## src/rtl/gate_pkg.sv

```systemverilog
// Shared gate mode codes, sweep FSM encoding and mode legality helper
package gate_pkg;

    localparam logic [2:0] MODE_OR   = 3'd0;
    localparam logic [2:0] MODE_NOR  = 3'd1;
    localparam logic [2:0] MODE_AND  = 3'd2;
    localparam logic [2:0] MODE_NAND = 3'd3;
    localparam logic [2:0] MODE_XOR  = 3'd4;
    localparam logic [2:0] MODE_XNOR = 3'd5;

    typedef enum logic [1:0] {
        ST_IDLE   = 2'd0,
        ST_SETTLE = 2'd1,
        ST_SAMPLE = 2'd2
    } state_e;

    function automatic logic is_legal_mode(input logic [2:0] m);
        return (m <= MODE_XNOR);
    endfunction

endpackage

```

## src/rtl/gate_truth_sweep_if.sv

```systemverilog
// Sweep control/result bundle between the sweep engine and its consumer
interface gate_truth_sweep_if #(
    parameter int unsigned N = 3
);
    localparam int unsigned ROWS = 32'd1 << N;

    logic            start;
    logic            busy;
    logic [N-1:0]    x_drv;
    logic            sample_valid;
    logic [N-1:0]    sample_idx;
    logic            sample_y;
    logic [ROWS-1:0] result;
    logic [N:0]      ones_count;
    logic            done;
    logic            err;

    modport master (
        output start,
        input  busy, x_drv, sample_valid, sample_idx, sample_y,
        input  result, ones_count, done, err
    );

    modport slave (
        input  start,
        output busy, x_drv, sample_valid, sample_idx, sample_y,
        output result, ones_count, done, err
    );

endinterface

```

## src/rtl/gate_reduce.sv

```systemverilog
// Combinational N-input reduction gate selected by mode; illegal modes give 0
module gate_reduce
    import gate_pkg::*;
#(
    parameter int unsigned N = 3
) (
    input  logic [N-1:0] x,
    input  logic [2:0]   mode,
    output logic         y,
    output logic         illegal
);

    always_comb begin
        y       = 1'b0;
        illegal = !is_legal_mode(mode);
        case (mode)
            MODE_OR:   y = |x;
            MODE_NOR:  y = ~|x;
            MODE_AND:  y = &x;
            MODE_NAND: y = ~&x;
            MODE_XOR:  y = ^x;
            MODE_XNOR: y = ~^x;
            default:   y = 1'b0;
        endcase
    end

endmodule

```

## src/rtl/gate_truth_sweep.sv

```systemverilog
// Reduction gate with registered direct path and an exhaustive truth-table sweep engine
module gate_truth_sweep
    import gate_pkg::*;
#(
    parameter int unsigned N      = 3,
    parameter int unsigned SETTLE = 5
) (
    input  logic               clk,
    input  logic               rst,
    input  logic [2:0]         mode,
    input  logic [N-1:0]       x_in,
    output logic               y_direct,
    gate_truth_sweep_if.slave  sw
);

    localparam int unsigned ROWS  = 32'd1 << N;
    localparam int unsigned CNT_W = 8;
    localparam int unsigned OC_W  = N + 1;

    state_e          state_q, state_d;
    logic [2:0]      mode_q, mode_d;
    logic [CNT_W-1:0] cnt_q, cnt_d;
    logic [N-1:0]    x_drv_q, x_drv_d;
    logic            y_direct_q, y_direct_d;
    logic            busy_q, busy_d;
    logic            valid_q, valid_d;
    logic [N-1:0]    idx_q, idx_d;
    logic            sy_q, sy_d;
    logic [ROWS-1:0] result_q, result_d;
    logic [N:0]      ones_q, ones_d;
    logic            done_q, done_d;
    logic            err_q, err_d;

    logic y_dir_c, ill_dir_c, y_swp_c, ill_swp_c;

    gate_reduce #(.N(N)) u_direct (.x(x_in),    .mode(mode),   .y(y_dir_c), .illegal(ill_dir_c));
    gate_reduce #(.N(N)) u_sweep  (.x(x_drv_q), .mode(mode_q), .y(y_swp_c), .illegal(ill_swp_c));

    always_ff @(posedge clk) begin
        if (rst) begin
            state_q    <= ST_IDLE;
            mode_q     <= '0;
            cnt_q      <= '0;
            x_drv_q    <= '0;
            y_direct_q <= 1'b0;
            busy_q     <= 1'b0;
            valid_q    <= 1'b0;
            idx_q      <= '0;
            sy_q       <= 1'b0;
            result_q   <= '0;
            ones_q     <= '0;
            done_q     <= 1'b0;
            err_q      <= 1'b0;
        end else begin
            state_q    <= state_d;
            mode_q     <= mode_d;
            cnt_q      <= cnt_d;
            x_drv_q    <= x_drv_d;
            y_direct_q <= y_direct_d;
            busy_q     <= busy_d;
            valid_q    <= valid_d;
            idx_q      <= idx_d;
            sy_q       <= sy_d;
            result_q   <= result_d;
            ones_q     <= ones_d;
            done_q     <= done_d;
            err_q      <= err_d;
        end
    end

    // Sweep sequencing: each row is held SETTLE cycles, then sampled for one
    always_comb begin
        state_d    = state_q;
        mode_d     = mode_q;
        cnt_d      = cnt_q;
        x_drv_d    = x_drv_q;
        y_direct_d = y_dir_c;
        busy_d     = busy_q;
        valid_d    = 1'b0;
        idx_d      = idx_q;
        sy_d       = sy_q;
        result_d   = result_q;
        ones_d     = ones_q;
        done_d     = 1'b0;
        err_d      = err_q;

        case (state_q)
            ST_IDLE: begin
                if (sw.start) begin
                    mode_d   = mode;
                    result_d = '0;
                    ones_d   = '0;
                    cnt_d    = '0;
                    x_drv_d  = '0;
                    busy_d   = 1'b1;
                    state_d  = ST_SETTLE;
                end
            end
            ST_SETTLE: begin
                if (cnt_q == CNT_W'(SETTLE - 1)) begin
                    state_d = ST_SAMPLE;
                end else begin
                    cnt_d = cnt_q + CNT_W'(1);
                end
            end
            ST_SAMPLE: begin
                result_d[x_drv_q] = y_swp_c;
                sy_d    = y_swp_c;
                idx_d   = x_drv_q;
                valid_d = 1'b1;
                ones_d  = ones_q + OC_W'(y_swp_c);
                if (&x_drv_q) begin
                    done_d  = 1'b1;
                    busy_d  = 1'b0;
                    state_d = ST_IDLE;
                end else begin
                    x_drv_d = x_drv_q + N'(1);
                    cnt_d   = '0;
                    state_d = ST_SETTLE;
                end
            end
            default: state_d = ST_IDLE;
        endcase

        // A legal start clears the sticky error; any illegal mode in use sets it
        if (state_q == ST_IDLE && sw.start) begin
            err_d = ill_dir_c;
        end else if (ill_dir_c || (state_q != ST_IDLE && ill_swp_c)) begin
            err_d = 1'b1;
        end
    end

    assign y_direct        = y_direct_q;
    assign sw.busy         = busy_q;
    assign sw.x_drv        = x_drv_q;
    assign sw.sample_valid = valid_q;
    assign sw.sample_idx   = idx_q;
    assign sw.sample_y     = sy_q;
    assign sw.result       = result_q;
    assign sw.ones_count   = ones_q;
    assign sw.done         = done_q;
    assign sw.err          = err_q;

endmodule

```

## src/flat_wrapper.sv

```systemverilog
// flat-port wrapper written by rule: the top's interface ports become plain ports
module gate_truth_sweep_flat import gate_pkg::*;
#(
    parameter int unsigned N      = 3,
    parameter int unsigned SETTLE = 5
)
  (clk, rst, mode, x_in, y_direct, sw_start, sw_busy, sw_x_drv, sw_sample_valid, sw_sample_idx, sw_sample_y, sw_result, sw_ones_count, sw_done, sw_err);
  gate_truth_sweep_if #(.N(N)) sw_i ();
  input  logic clk;
  input  logic rst;
  input  logic [2:0] mode;
  input  logic [N-1:0] x_in;
  output logic y_direct;
  input wire logic [$bits(sw_i.start)-1:0] sw_start;
  output wire logic [$bits(sw_i.busy)-1:0] sw_busy;
  output wire logic [$bits(sw_i.x_drv)-1:0] sw_x_drv;
  output wire logic [$bits(sw_i.sample_valid)-1:0] sw_sample_valid;
  output wire logic [$bits(sw_i.sample_idx)-1:0] sw_sample_idx;
  output wire logic [$bits(sw_i.sample_y)-1:0] sw_sample_y;
  output wire logic [$bits(sw_i.result)-1:0] sw_result;
  output wire logic [$bits(sw_i.ones_count)-1:0] sw_ones_count;
  output wire logic [$bits(sw_i.done)-1:0] sw_done;
  output wire logic [$bits(sw_i.err)-1:0] sw_err;
  assign sw_i.start = sw_start;
  assign sw_busy = sw_i.busy;
  assign sw_x_drv = sw_i.x_drv;
  assign sw_sample_valid = sw_i.sample_valid;
  assign sw_sample_idx = sw_i.sample_idx;
  assign sw_sample_y = sw_i.sample_y;
  assign sw_result = sw_i.result;
  assign sw_ones_count = sw_i.ones_count;
  assign sw_done = sw_i.done;
  assign sw_err = sw_i.err;
  gate_truth_sweep #(.N(N), .SETTLE(SETTLE)) u_core (.clk(clk), .rst(rst), .mode(mode), .x_in(x_in), .y_direct(y_direct), .sw(sw_i));
endmodule
```

## config.mk

```make
export PLATFORM = sky130hd
export DESIGN_NAME = gate_truth_sweep_flat
export DESIGN_NICKNAME = d
export VERILOG_FILES = /design/src/rtl/gate_pkg.sv /design/src/rtl/gate_truth_sweep_if.sv /design/src/rtl/gate_reduce.sv /design/src/rtl/gate_truth_sweep.sv /design/src/flat_wrapper.sv
export SDC_FILE = /design/constraint.sdc
export NUM_CORES = 1
export LEC_CHECK = 0
export CORE_UTILIZATION = 25
export CTS_CLUSTER_DIAMETER = 150
export DETAILED_ROUTE_END_ITERATION = 16
export HOLD_SLACK_MARGIN = 0.12
export PLACE_DENSITY = 0.43
export SLEW_MARGIN = 10
export SYNTH_ARGS = -nofsm -noshare
export SYNTH_HDL_FRONTEND = slang
export SYNTH_HIERARCHICAL = 1
export SYNTH_SLANG_ARGS = --single-unit
```

## constraint.sdc

```tcl
create_clock -name clk -period 2.1 [get_ports clk]
set_input_delay 0.315 -clock clk [delete_from_list [all_inputs] [get_ports clk]]
set_output_delay 0.315 -clock clk [all_outputs]
set_load 0.005 [all_outputs]
```

==> results of run 1 <==
[per-stage QoR]
stage	setup WS (ns)	TNS [ns]	utilization	instances	hold WS [ns]
final	-0.0938	-0.117	0.353	367	0.459
after global placement	-0.125	-0.125	0.329	357	0.448
after CTS	-0.157	-0.340	0.351	367	0.461
after detailed placement	-0.170	-0.170	0.329	357	0.451
after global routing	-0.204	-0.381	0.353	367	0.474
after floorplan	-0.113	-0.113	-	223	0.453
[sequential cells by signal, summed over array words and instances (netlist names)]
name / count
u_core/sw.result: 8
u_core/sw.ones_count: 4
u_core/mode_q: 3
u_core/sw.sample_idx: 3
u_core/sw.done: 1
u_core/sw.err: 1
u_core/y_direct: 1
u_core/state_q: 2
u_core/sw.x_drv: 3
u_core/sw.busy: 1
u_core/cnt_q: 8
u_core/sw.sample_y: 1
u_core/sw.sample_valid: 1
[power groups by stage]
stage / combinational [mW] / sequential [mW] / clock, mW
floorplan: 0.127 / 0.747 / 0
global placement: 0.197 / 0.753 / 0
detailed placement: 0.197 / 0.753 / 0
CTS: 0.205 / 0.736 / 0.628
global route: 0.225 / 0.740 / 0.660
finish: 0.203 / 0.736 / 0.605
[synthesized netlist by cell type (all sizes together)]
cell,number
nor2,15
clkbuf,5
nor2b,7
buf,7
a21o,1
or3,4
o21bai,1
nor3,2
xnor2,2
nor3b,3
a22oi,1
nand4,5
nand3,12
and2b,2
a21oi,23
ha,10
nand4bb,1
o311ai,4
mux2,1
a221o,1
nand2b,6
mux2i,3
and2,3
or3b,1
dfxtp,37
a21boi,2
or4,3
o211ai,10
o21ba,1
nand2,23
and4,2
o21a,2
o21ai,4
inv,11
xor2,2
a211o,2
and3,4
[placed cells by master (no fill, tap or decap), types with 7 or more instances in the layout]
cell              n
clkdlybuf4s50_1  32
nand2_1          22
inv_1             9
a21oi_1          23
nand3_1          12
ha_1              7
buf_4            18
o211ai_1         10
dfxtp_1          35
nor2_1           15
[worst paths after layout]
| check | startpoint | endpoint | slack, ns |
|---|---|---|---|
| setup / recovery | u_core/sw.x_drv[0] | u_core/sw.ones_count[2] | -0.09 |
| hold / removal | u_core/sw.sample_idx[1] | u_core/sw.sample_idx[1] | 0.46 |
| setup reg to reg | u_core/sw.x_drv[0] | u_core/sw.ones_count[2] | -0.09 |
| hold reg to reg | u_core/sw.sample_idx[1] | u_core/sw.sample_idx[1] | 0.46 |
[layer usage]
metal | track usage | share of wire
met5 | 0 | 0
met4 | 0.0476 | 0.011
met3 | 0.0305 | 0.034
met2 | 0.194 | 0.43
met1 | 0.188 | 0.53
[kinds of logic (layout without fill, tap and decap cells)]
logic type                 after synthesis  count (layout)  synth area share
and+or+nand+nor                         93              93             0.273
AOI/OAI and AO/OA                       52              52             0.181
DFF                                     37              37             0.386
buffers and inverters                   23              68            0.0548
adders and majority gates               10              10            0.0653
xor gates and xnor gates                 4               4            0.0183
muxes                                    4               4            0.0215
[final cells by class]
type	instances	area, um^2	share of cell area
inverter	11	41.3	0.0160
timing repair buffer	50	455	0.176
clock inverter	2	35.0	0.0135
clock buffer	5	68.8	0.0266
tap	99	124	0.0479
sequential	37	743	0.287
multi-input combinational	163	1120	0.433
[timing repair]
| item | in CTS | in global routing |
|---|---|---|
| pin swaps | 5 | 4 |
| buffers inserted | 3 | 2 |
| resized for setup | 9 | 3 |
| setup endpoints to repair | 1 | 3 |
[worst register-to-register path, cell delays in order (launching register included)]
cell and delay [ns]:
dfxtp_2 0.33, inv_2 0.04, ha_4 0.14, nor2b_4 0.11, or4_4 0.47, o211ai_1 0.13
ha_2 0.25, ha_4 0.13, mux2_4 0.30, a22oi_2 0.12, nor2_1 0.05
==> summary.txt, run 1 <==
Outcome
  – Outcome: complete, but fails checks
  – Failing checks: negative setup slack

Pwr
  – Pwr Total: 1.54 mW
  – Sw Ratio: 0.249
  – NetSw: 0.384 mW
  – Logic pwr share: 0.132
  – Pleak: 0.990 nW
  – VDD IR max: 298 uV
  – Power Dens Cells: 597 nW/um^2
  – Clock Power Share: 0.392
  – Sequential Power Share: 0.477
  – Internal Power: 1.16 mW

Critical path
  – Worst path max stage delay: 0.47 ns
  – Slowest-stage cell, CP: or4_4
  – Worst setup SP type: flip-flop
  – Worst path buffer plus inverter count: 1
  – Cell mode on critical path: ha_4
  – CP Max Fanout: 2
  – Worst path arrival time: 2.37 ns
  – Crit-path leading delay family: simple AND/OR/NAND/NOR gates
  – Crit end category: flip-flop
  – R2R cell count: 10
  – Crit Path Category: reg2reg
  – Critical path depth: 10
  – Required time worst endpoint: 2.28 ns
  – CP Cell Sequence: inv_2, ha_4, nor2b_4, or4_4, o211ai_1, ha_2, ha_4, mux2_4, a22oi_2, nor2_1

Synthesis
  – Post-Syn Nets: 242
  – Top cell type's share of synthesized area: 0.386
  – Top post-synthesis cells by area: dfxtp_1 39%, ha_1 6.5%, a21oi_1 6.0%, nand2_1 4.3%, o211ai_1 3.9%
  – Most area-hungry cell type in the Yosys netlist: dfxtp_1
  – Mapped Avg Cell Area: 8.60 um^2
  – Distinct cells, synth: 47
  – Number of synthesized register bits: 37
  – Synth warn: 6
  – Sequential element share of the synthesized area: 0.386
  – Cells after Synth: 223
  – Post-Syn Area: 1920 um^2

Flow run
  – Max-Cap Viols: 0

Layout
  – Share of layout cells above drive strength 1: 0.164
  – Synth-to-Final Area Change: 34.9%
  – Nets: 287
  – Fill cells: 752
  – Antenna Cells: 0
  – Post-route design area: 2590 um^2

Global routing
  – Grt total ovfl: 0
  – First-pass GRT wire length: 7960 um
  – Vias in the first global route: 1,604
  – Largest net degree at the start of global routing: 23
  – GR Util All Layers: 0.132
  – Initial antenna violation count: 0

Timing
  – Final Critical Period: 2.19 ns
  – Fmax: 456 MHz
  – Fin. Hold Viols: 0
  – Slew @ Worst Pin: 0.515 ns
  – Setup Skew: 0.00505 ns
  – Endpoints failing setup: 2
  – Slew Limit Fails: 0
  – Min setup slack post-route: -0.0938 ns
  – Fin crit share: 1.04
  – RSZ-0062 raised after global routing: yes
  – Max-slew headroom: 0.655

Clock tree
  – Clock tree buffer depth: 2
  – CTS tree: done
  – Clock transition at path regs: 0.08 ns
  – Clk root buf: clkbuf_8
  – Cts hold-fix bufs: 0
  – CTS sink count: 37
  – Worst-Skew Late Latency: 0.29 ns
  – Max H-tree Level: 2
  – Cts bufs inserted: 5

Floorplan
  – Core area: 7330 um^2
  – Die area: 8020 um^2
  – Top Ports: 33
  – Rows: 31
  – Width of the die: 89.6 um
  – Initial core utilization: 0.261
  – Die span in y: 89.6 um

Drt
  – Final ANT Viol Nets: 0
  – Vias per cell: 4.65
  – Drt total wl: 4860 um
  – 1st-pass router iterations: 4
  – Routed length per instance: 13.2 um
  – Drt drc: 0
  – Initial drt markers: 107
  – Total number of vias: 1,708

Worst hold path
  – Worst hold path type: reg2reg
  – Cell depth of the worst hold path: 2

Place
  – Placer Congestion: 0.726
  – IO Port Bufs: 32
  – DP Wirelength: 3490 um
  – Placed Instance Area: 2410 um^2
No activity file was read; power rests on OpenSTA's default activity.
==> run 2, diff against run 1 <==
--- a/config.mk
+++ b/config.mk
@@ -5,6 +5,7 @@
 export SDC_FILE = /design/constraint.sdc
 export NUM_CORES = 1
 export LEC_CHECK = 0
+export ABC_AREA = 1
 export CORE_UTILIZATION = 25
 export CTS_CLUSTER_DIAMETER = 150
 export DETAILED_ROUTE_END_ITERATION = 16
==> run 2 against run 1 <==
  * The flow now finishes without violations
  * Via count is 11% higher
  * Largest cell class unchanged
  * Hold slack improved by 0.011 ns
  * Clock skew up 0.0065 ns
  * Cell area grew 0.77%
  * Clock power up 7.6%
  * Fmax rose by 14%
  * Register-to-register slack gained 0.27 ns
  * First-iteration DRC count is 44% lower
  * Global-route usage shrank 0.11 points
  * Non-clock buffer count shrank 12
  * Critical path type unchanged
==> summary.txt, run 2 <==
Outcome
  – Outcome: finished, final reports clean

Timing
  – Setup TNS after final layout: 0 ns
  – Fin. Hold Viols: 0
  – Fmax: 520 MHz
  – RSZ-0062 raised after global routing: no
  – Hold Worst Slack: 0.470 ns
  – Setup Skew: 0.0115 ns
  – Slew Limit Fails: 0
  – Fin crit share: 0.916
  – Max-slew headroom: 0.695
  – Final Critical Period: 1.92 ns
  – Endpoints failing setup: 0
  – Slew @ Worst Pin: 0.457 ns

Worst hold path
  – WHS Endpoint: u_core/sw.result[0]
  – HP Start: u_core/sw.result[0]
  – Cell depth of the worst hold path: 2
  – Worst hold path type: reg2reg

Layout
  – Final Non-Filler Cells: 437
  – Multi-input combinational cell area: 1100 um^2
  – Most common cell after layout, fill and taps aside: nand2_1
  – Nets: 353
  – Synth-to-Final Area Change: 28.7%
  – Commonest non-fill, non-tap cells in the layout: 72 x nand2_1, 37 x nor2_1, 35 x dfxtp_1
  – Share of layout cells above drive strength 1: 0.116
  – Final core occ: 0.336
  – Antenna Cells: 0
  – Register area: 743 um^2
  – Fill cells: 856

Clock tree
  – CTS tree: done
  – Cts repair resizes: 0
  – Clock transition at path regs: 0.08 ns
  – Clock tree buffer depth: 2
  – Clk root buf: clkbuf_8
  – Post-CTS Setup Bufs: 0
  – CTS sink count: 37
  – Max H-tree Level: 2
  – Worst-Skew Late Latency: 0.29 ns
  – Cts bufs inserted: 5
  – Cts hold-fix bufs: 0

Global routing
  – M2 GR Usage: 0.222
  – Initial antenna violation count: 0
  – Grt met1 use: 0.156
  – Global routing's busiest layer: met2
  – Largest net degree at the start of global routing: 24
  – Grt total ovfl: 0
  – Vias in the first global route: 1,887
  – GR Util All Layers: 0.131
  – First-pass GRT wire length: 8720 um
  – Met3 Track Usage GR: 0.0332

Synthesis
  – Top post-synthesis cells by area: dfxtp_1 37%, nand2_1 13%, nor2_1 6.9%, nand3_1 6.4%, ha_1 6.2%
  – Distinct cells, synth: 30
  – Mapped Avg Cell Area: 6.89 um^2
  – Sequential element share of the synthesized area: 0.366
  – Most area-hungry cell type in the Yosys netlist: dfxtp_1
  – Number of synthesized register bits: 37
  – Number of synthesized flops with an enable pin: 0
  – Cells after Synth: 294
  – Synth warn: 6
  – Count leader, synth: nand2_1
  – Post-Syn Nets: 313
  – Commonest cells post-synth: 72 x nand2_1, 37 x dfxtp_1, 37 x nor2_1
  – Top cell type's share of synthesized area: 0.366
  – Primary FF master, synth: dfxtp_1
  – Post-synth ARST share: 0
  – Post-Syn Area: 2030 um^2

Drt
  – Drt drc: 0
  – 1st-pass router iterations: 4
  – Routed length per instance: 11.4 um
  – Total number of vias: 1,904
  – Vias per cell: 4.36
  – Drt total wl: 4990 um
  – Final ANT Viol Nets: 0
  – Initial drt markers: 60

Pwr
  – NetSw: 0.381 mW
  – Sequential Power Share: 0.469
  – Pwr Total: 1.55 mW
  – Internal Power: 1.17 mW
  – Logic pwr share: 0.111
  – VDD IR max: 250 uV
  – Pleak: 1.10 nW
  – Sw Ratio: 0.245
  – Clock Power Share: 0.420
  – Power Dens Cells: 595 nW/um^2

Floorplan
  – Rows: 32
  – Core area: 7770 um^2
  – Initial core utilization: 0.261
  – Top Ports: 33
  – Width of the die: 92.0 um
  – Die span in y: 92.0 um
  – Die area: 8470 um^2

Critical path
  – Worst setup SP type: flip-flop
  – Required time worst endpoint: 2.27 ns
  – Flop2flop setup slack: 0.18 ns
  – Worst path arrival time: 2.09 ns
  – R2r endpoint: u_core/sw.ones_count[2]
  – Reg-to-Reg Start: u_core/sw.x_drv[0]
  – Crit Path Category: reg2reg
  – Crit end category: flip-flop
  – R2R cell count: 12
  – CP Max Fanout: 3

Flow run
  – Max-Cap Viols: 0

Place
  – DP Wirelength: 3640 um
  – Post-Place Cells: 429
  – IO Port Bufs: 32
  – Placer Congestion: 0.762
-- run 2: worst max-delay path by stage --
stage / startpoint / to / slack, ns
finish: u_core/sw.x_drv[0] / u_core/sw.ones_count[2] / 0.18
global route: u_core/sw.x_drv[0] / u_core/sw.ones_count[2] / 0.008
CTS: u_core/sw.x_drv[0] / u_core/sw.ones_count[2] / 0.16
detailed placement: u_core/sw.x_drv[0] / u_core/sw.ones_count[2] / 0.19
global placement: u_core/sw.x_drv[0] / u_core/sw.ones_count[2] / 0.20
floorplan: u_core/sw.x_drv[0] / u_core/sw.ones_count[2] / 0.02
-- run 2: kinds of logic after synthesis --
| logic type | synth area share |
|---|---|
| flip-flops | 0.366 |
| AND/OR/NAND/NOR | 0.351 |
| adder cells (fa/ha/maj) | 0.0618 |
| buffers and inverters | 0.0908 |
| AO/OA/AOI/OAI | 0.130 |
-- run 2: power groups by stage --
stage / registers, mW / clock network [mW] / logic, mW
detailed placement: 0.744 / 0 / 0.176
floorplan: 0.744 / 0 / 0.106
finish: 0.727 / 0.651 / 0.173
CTS: 0.728 / 0.680 / 0.176
global route: 0.730 / 0.706 / 0.198
global placement: 0.744 / 0 / 0.177
-- run 2: metrics by stage --
stage / setup slack, ns / instance area, um^2
2_1_floorplan: 0.0200 / 2030
3_3_place_gp: 0.198 / 2490
3_5_place_dp: 0.186 / 2490
4_1_cts: 0.164 / 2610
5_1_grt: 0.00814 / 2610
6_report: 0.177 / 2610
-- run 2: layout make-up --
class                      instances  area share
inverter                          40      0.0586
tap                              102      0.0490
timing repair buffer              38       0.140
multi-input combinational        212       0.422
sequential                        37       0.285
clock buffer                       7      0.0331
clock inverter                     1      0.0115
-- run 2: metal layers --
metal,vias up,share of wire
li1,1016,-
met1,838,0.47
met2,39,0.46
met3,11,0.043
met4,0,0.025
met5,-,0
-- run 2: worst max-delay path, cell delays in order, from the launching register on --
cell	delay, ns
dfxtp_2	0.33
inv_1	0.04
ha_1	0.30
inv_1	0.06
nand2_1	0.05
nand2_1	0.05
nand2_1	0.06
nand4_1	0.11
ha_1	0.22
ha_1	0.19
or2_2	0.27
nand3_1	0.07
a21oi_1	0.06
==> edit 1 (flow settings as in run 1) <==
Add an input register stage for `mode` and `x_in`; this delays them by one clock. The other inputs are not delayed to match. Comments in the files are not updated.
--- a/src/rtl/gate_truth_sweep.sv
+++ b/src/rtl/gate_truth_sweep.sv
@@ -19,2 +19,10 @@
 
+    logic [2:0] mode_r;
+    logic [N-1:0] x_q;
+
+    always_ff @(posedge clk) begin
+        mode_r <= mode;
+        x_q    <= x_in;
+    end
+
     state_e          state_q, state_d;
@@ -35,3 +43,3 @@
 
-    gate_reduce #(.N(N)) u_direct (.x(x_in),    .mode(mode),   .y(y_dir_c), .illegal(ill_dir_c));
+    gate_reduce #(.N(N)) u_direct (.x(x_q),    .mode(mode_r),   .y(y_dir_c), .illegal(ill_dir_c));
     gate_reduce #(.N(N)) u_sweep  (.x(x_drv_q), .mode(mode_q), .y(y_swp_c), .illegal(ill_swp_c));
@@ -89,3 +97,3 @@
                 if (sw.start) begin
-                    mode_d   = mode;
+                    mode_d   = mode_r;
                     result_d = '0;
Function: changed (Yosys sat finds a counterexample within 4 cycles, from zero or initial values and one cycle with rst high).
==> edit 1 against run 1 <==
- the flow still finishes with violations (negative setup slack)
- count of clock-buffer cells in the layout unchanged
- area after synthesis increased by 1.8%
- final area decreased by 2.4%
- synthesized cell count decreased by 1.8%
- sequential share of layout area increased by 5.5 points
- clock power decreased by 15%
- total power decreased by 0.12%
- worst setup slack improved by 0.089 ns
- wire length decreased by 12%
- sequential cell count increased by 6
- highest routed layer unchanged
==> edit 1: results (changes against run 1) <==
Nets = 276 (-3.8%)
Critical path peak fanout = 3 (+1)
Placed cell areas = 2390 um2 (-1.0%)
Finished Layout Cells = 357 (-2.7%)
Mapped Cells = 219 (-1.8%)
Hpwl dp = 2.95 mm (-16%)
Worst hold path type = in2reg
Syn Nets = 238 (-1.7%)
Synth Area in Adders = 6.41% (-0.11 points)
Final Skew = 0.00945 ns (+0.00441 ns)
Final wirelength = 4.26 mm (-12%)
List of most frequent post-synthesis cells = dfxtp_1 (43), nand2_1 (22), a21oi_1 (20)
Fill cells = 795 (+5.7%)
Leak pwr = 0.955 nW (-3.6%)
Post-Synth XOR/XNOR Area = 2.69% (+0.87 points)
Critical Path AT = 2.34 ns (-0.03 ns)
Dpl cells = 346 (-3.1%)
TNS Setup = -0.00497 ns (+0.112 ns)
Final setup violation count = 1 (-1)
Status = complete, but fails checks
Setup slack after layout = -0.00497 ns (+0.0889 ns)
Proportion of layout cells with a drive suffix above 1 = 12.0% (-4.4 points)
Vias in the first global route = 1,493 (-6.9%)
Overall routing resource usage = 10.7% (-2.5 points)
Largest net degree at the start of global routing = 29 (+26%)
Worst slack, placed = 0.00908 ns (+0.179 ns)
Maximum VDD drop = 386 uV (+29%)
RePlAce Congestion = 0.756 (+4.0%)
Violated checks = negative setup slack
Max stage delay on crit path = 0.53 ns (+0.06 ns)
edit 1: where the power goes:
group / internal (W) / switching, W / total, W
Sequential: 0.000841 / 0.0000265 / 0.000867
Clock: 0.000228 / 0.000289 / 0.000517
Combinational: 0.0000791 / 0.0000790 / 0.000158
edit 1: cells by family after synthesis:
family | count (synthesis)
AND/OR/NAND/NOR | 83
AO/OA/AOI/OAI | 52
flip-flops | 43
buffers and inverters | 21
adder cells (fa/ha/maj) | 10
XOR/XNOR | 6
multiplexers | 4
edit 1: worst paths after layout:
path | from | end | slack, ns | depth (start not counted)
worst min-delay path | x_in[1] | u_core/x_q[1] | 0.46 | 1
worst min register to register | u_core/sw.sample_idx[0] | u_core/sw.sample_idx[0] | 0.46 | 2
worst max-delay path | u_core/sw.x_drv[1] | u_core/sw.ones_count[3] | -0.005 | 9
worst max register to register | u_core/sw.x_drv[1] | u_core/sw.ones_count[3] | -0.005 | 9
edit 1: repair_timing:
item	CTS	global route
pin swaps	1	4
gates resized for setup	3	7
setup buffers	1	2
endpoints found under the setup margin	2	4
edit 1: final cells by class:
| cell class | instances | area [um2] | share of cell area, % |
|---|---|---|---|
| Timing Repair Buffer | 43 | 403 | 16.0 |
| Tap cell | 99 | 124 | 4.91 |
| Clock inverter | 3 | 15.0 | 0.595 |
| Sequential cell | 43 | 863 | 34.2 |
| Inverter | 9 | 33.8 | 1.34 |
| Multi-Input combinational cell | 155 | 1020 | 40.3 |
| Clock buffer | 5 | 68.8 | 2.73 |
edit 1: routing by layer:
metal	track usage [%]	vias up	part of all wire, %
met3	2.61	5	3.6
met4	3.23	0	1.1
li1	-	844	-
met1	14.2	726	50
met2	17.2	29	45
met5	0	-	0
==> edit 2 (config.mk and constraints of run 1) <==
Without the edit above. `N` is set to 3 in 4 places; all go to 5.
--- a/src/rtl/gate_truth_sweep_if.sv
+++ b/src/rtl/gate_truth_sweep_if.sv
@@ -2,3 +2,3 @@
 interface gate_truth_sweep_if #(
-    parameter int unsigned N = 3
+    parameter int unsigned N = 5
 );
--- a/src/rtl/gate_reduce.sv
+++ b/src/rtl/gate_reduce.sv
@@ -4,3 +4,3 @@
 #(
-    parameter int unsigned N = 3
+    parameter int unsigned N = 5
 ) (
--- a/src/rtl/gate_truth_sweep.sv
+++ b/src/rtl/gate_truth_sweep.sv
@@ -4,3 +4,3 @@
 #(
-    parameter int unsigned N      = 3,
+    parameter int unsigned N      = 5,
     parameter int unsigned SETTLE = 5
--- a/src/flat_wrapper.sv
+++ b/src/flat_wrapper.sv
@@ -3,3 +3,3 @@
 #(
-    parameter int unsigned N      = 3,
+    parameter int unsigned N      = 5,
     parameter int unsigned SETTLE = 5
Interface: changed (5 resized); port bits go from 33 to 65. The function was not compared with the original's and may differ.
==> edit 2 against run 1 <==
- final cell count grew 74%
- area after synthesis up 75%
- first-iteration DRC count up 150%
- wire length rose by 110%
- worst setup slack better by 0.12 ns
- non-clock buffer count increased by 36
- critical path depth shrank 1
- final area rose by 80%
- total power grew 93%
- sequential cell count grew 30
- die area grew 73%
- clock skew grew 0.0027 ns
- largest power group is now the clock network
- highest routed layer unchanged
==> edit 2: results (changes against run 1) <==
Status = complete, no violations
Avg Vias per Cell = 4.92 (+5.8%)
Proportion of layout cells with a drive suffix above 1 = 15.5% (-0.93 points)
WL met1 = 4.92 mm (+92%)
Final Skew = 0.00774 ns (+0.00270 ns)
R2r setup slk = 0.02 ns (+0.12 ns)
Initial DRC count = 265 (+150%)
Fill cells = 1,304 (+73%)
List of most frequent post-synthesis cells = dfxtp_1 (67), a21oi_1 (53), nand3_1 (41)
Worst skew pair latency = 0.34 ns (+0.05 ns)
Met2 WL = 4.49 mm (+120%)
Reg2Reg Depth = 9 (-1)
Mapped Avg Cell Area = 8.55 um2 (-0.51%)
Worst-margin pin slew = 0.491 ns (-0.0245 ns)
Placed cell areas = 4250 um2 (+76%)
Worst hold path type = in2reg
Reg-to-reg critical path endpoint = u_core/sw.ones_count[5]
Post-synthesis compound-gate area fraction = 20.7% (+2.6 points)
Dpl cells = 617 (+73%)
Final non-clock buffer share = 17.5% (-0.095 points)
Comb_multi_in = 283 (+74%)
Clk sink count = 67 (+81%)
Clock buf count = 11 (+6)
Via Count = 3,136 (+84%)
Post-Synth XOR/XNOR Area = 2.87% (+1.0 points)
CTS Root Buffer Type = clkbuf_16
Largest net degree at the start of global routing = 43 (+87%)
Sequential share of the synthesized area = 39.9% (+1.3 points)
Vias in the first global route = 2,966 (+85%)
Multi-input logic area = 1910 um2 (+71%)
Clock transition at path regs = 0.06 ns (-0.02 ns)
H-tree levels = 3 (+1)
Worst hold start = rst
Mux contribution to synthesized area = 0.335% (-1.8 points)
## edit 2: worst min path at each step
stage | endpoint | slack, ns | cells after the start
after floorplan | u_core/mode_q[1] | 0.45 | 2
after global placement | u_core/sw.sample_y | 0.46 | 2
after detailed placement | u_core/sw.sample_y | 0.45 | 2
after CTS | u_core/sw.err | 0.37 | 2
after global routing | u_core/sw.ones_count[4] | 0.38 | 2
final | u_core/sw.err | 0.37 | 2
## edit 2: routing by layer
| layer | track usage, % | vias to the layer above |
|---|---|---|
| met3 | 2.52 | 10 |
| li1 | - | 1556 |
| met2 | 22.2 | 80 |
| met5 | 0 | - |
| met4 | 6.41 | 0 |
| met1 | 20.9 | 1490 |
## edit 2: cell families after synthesis
kind of cell,count (synthesis)
compound gates,108
simple gates,146
fa+ha+maj,17
buf+inv,43
xor+xnor,11
flops,67
mux,1
## edit 2: what timing repair did
action	in CTS	in global routing
setup buffers	2	2
setup endpoints to repair	4	20
gates resized for setup	3	10
pin swaps	7	10
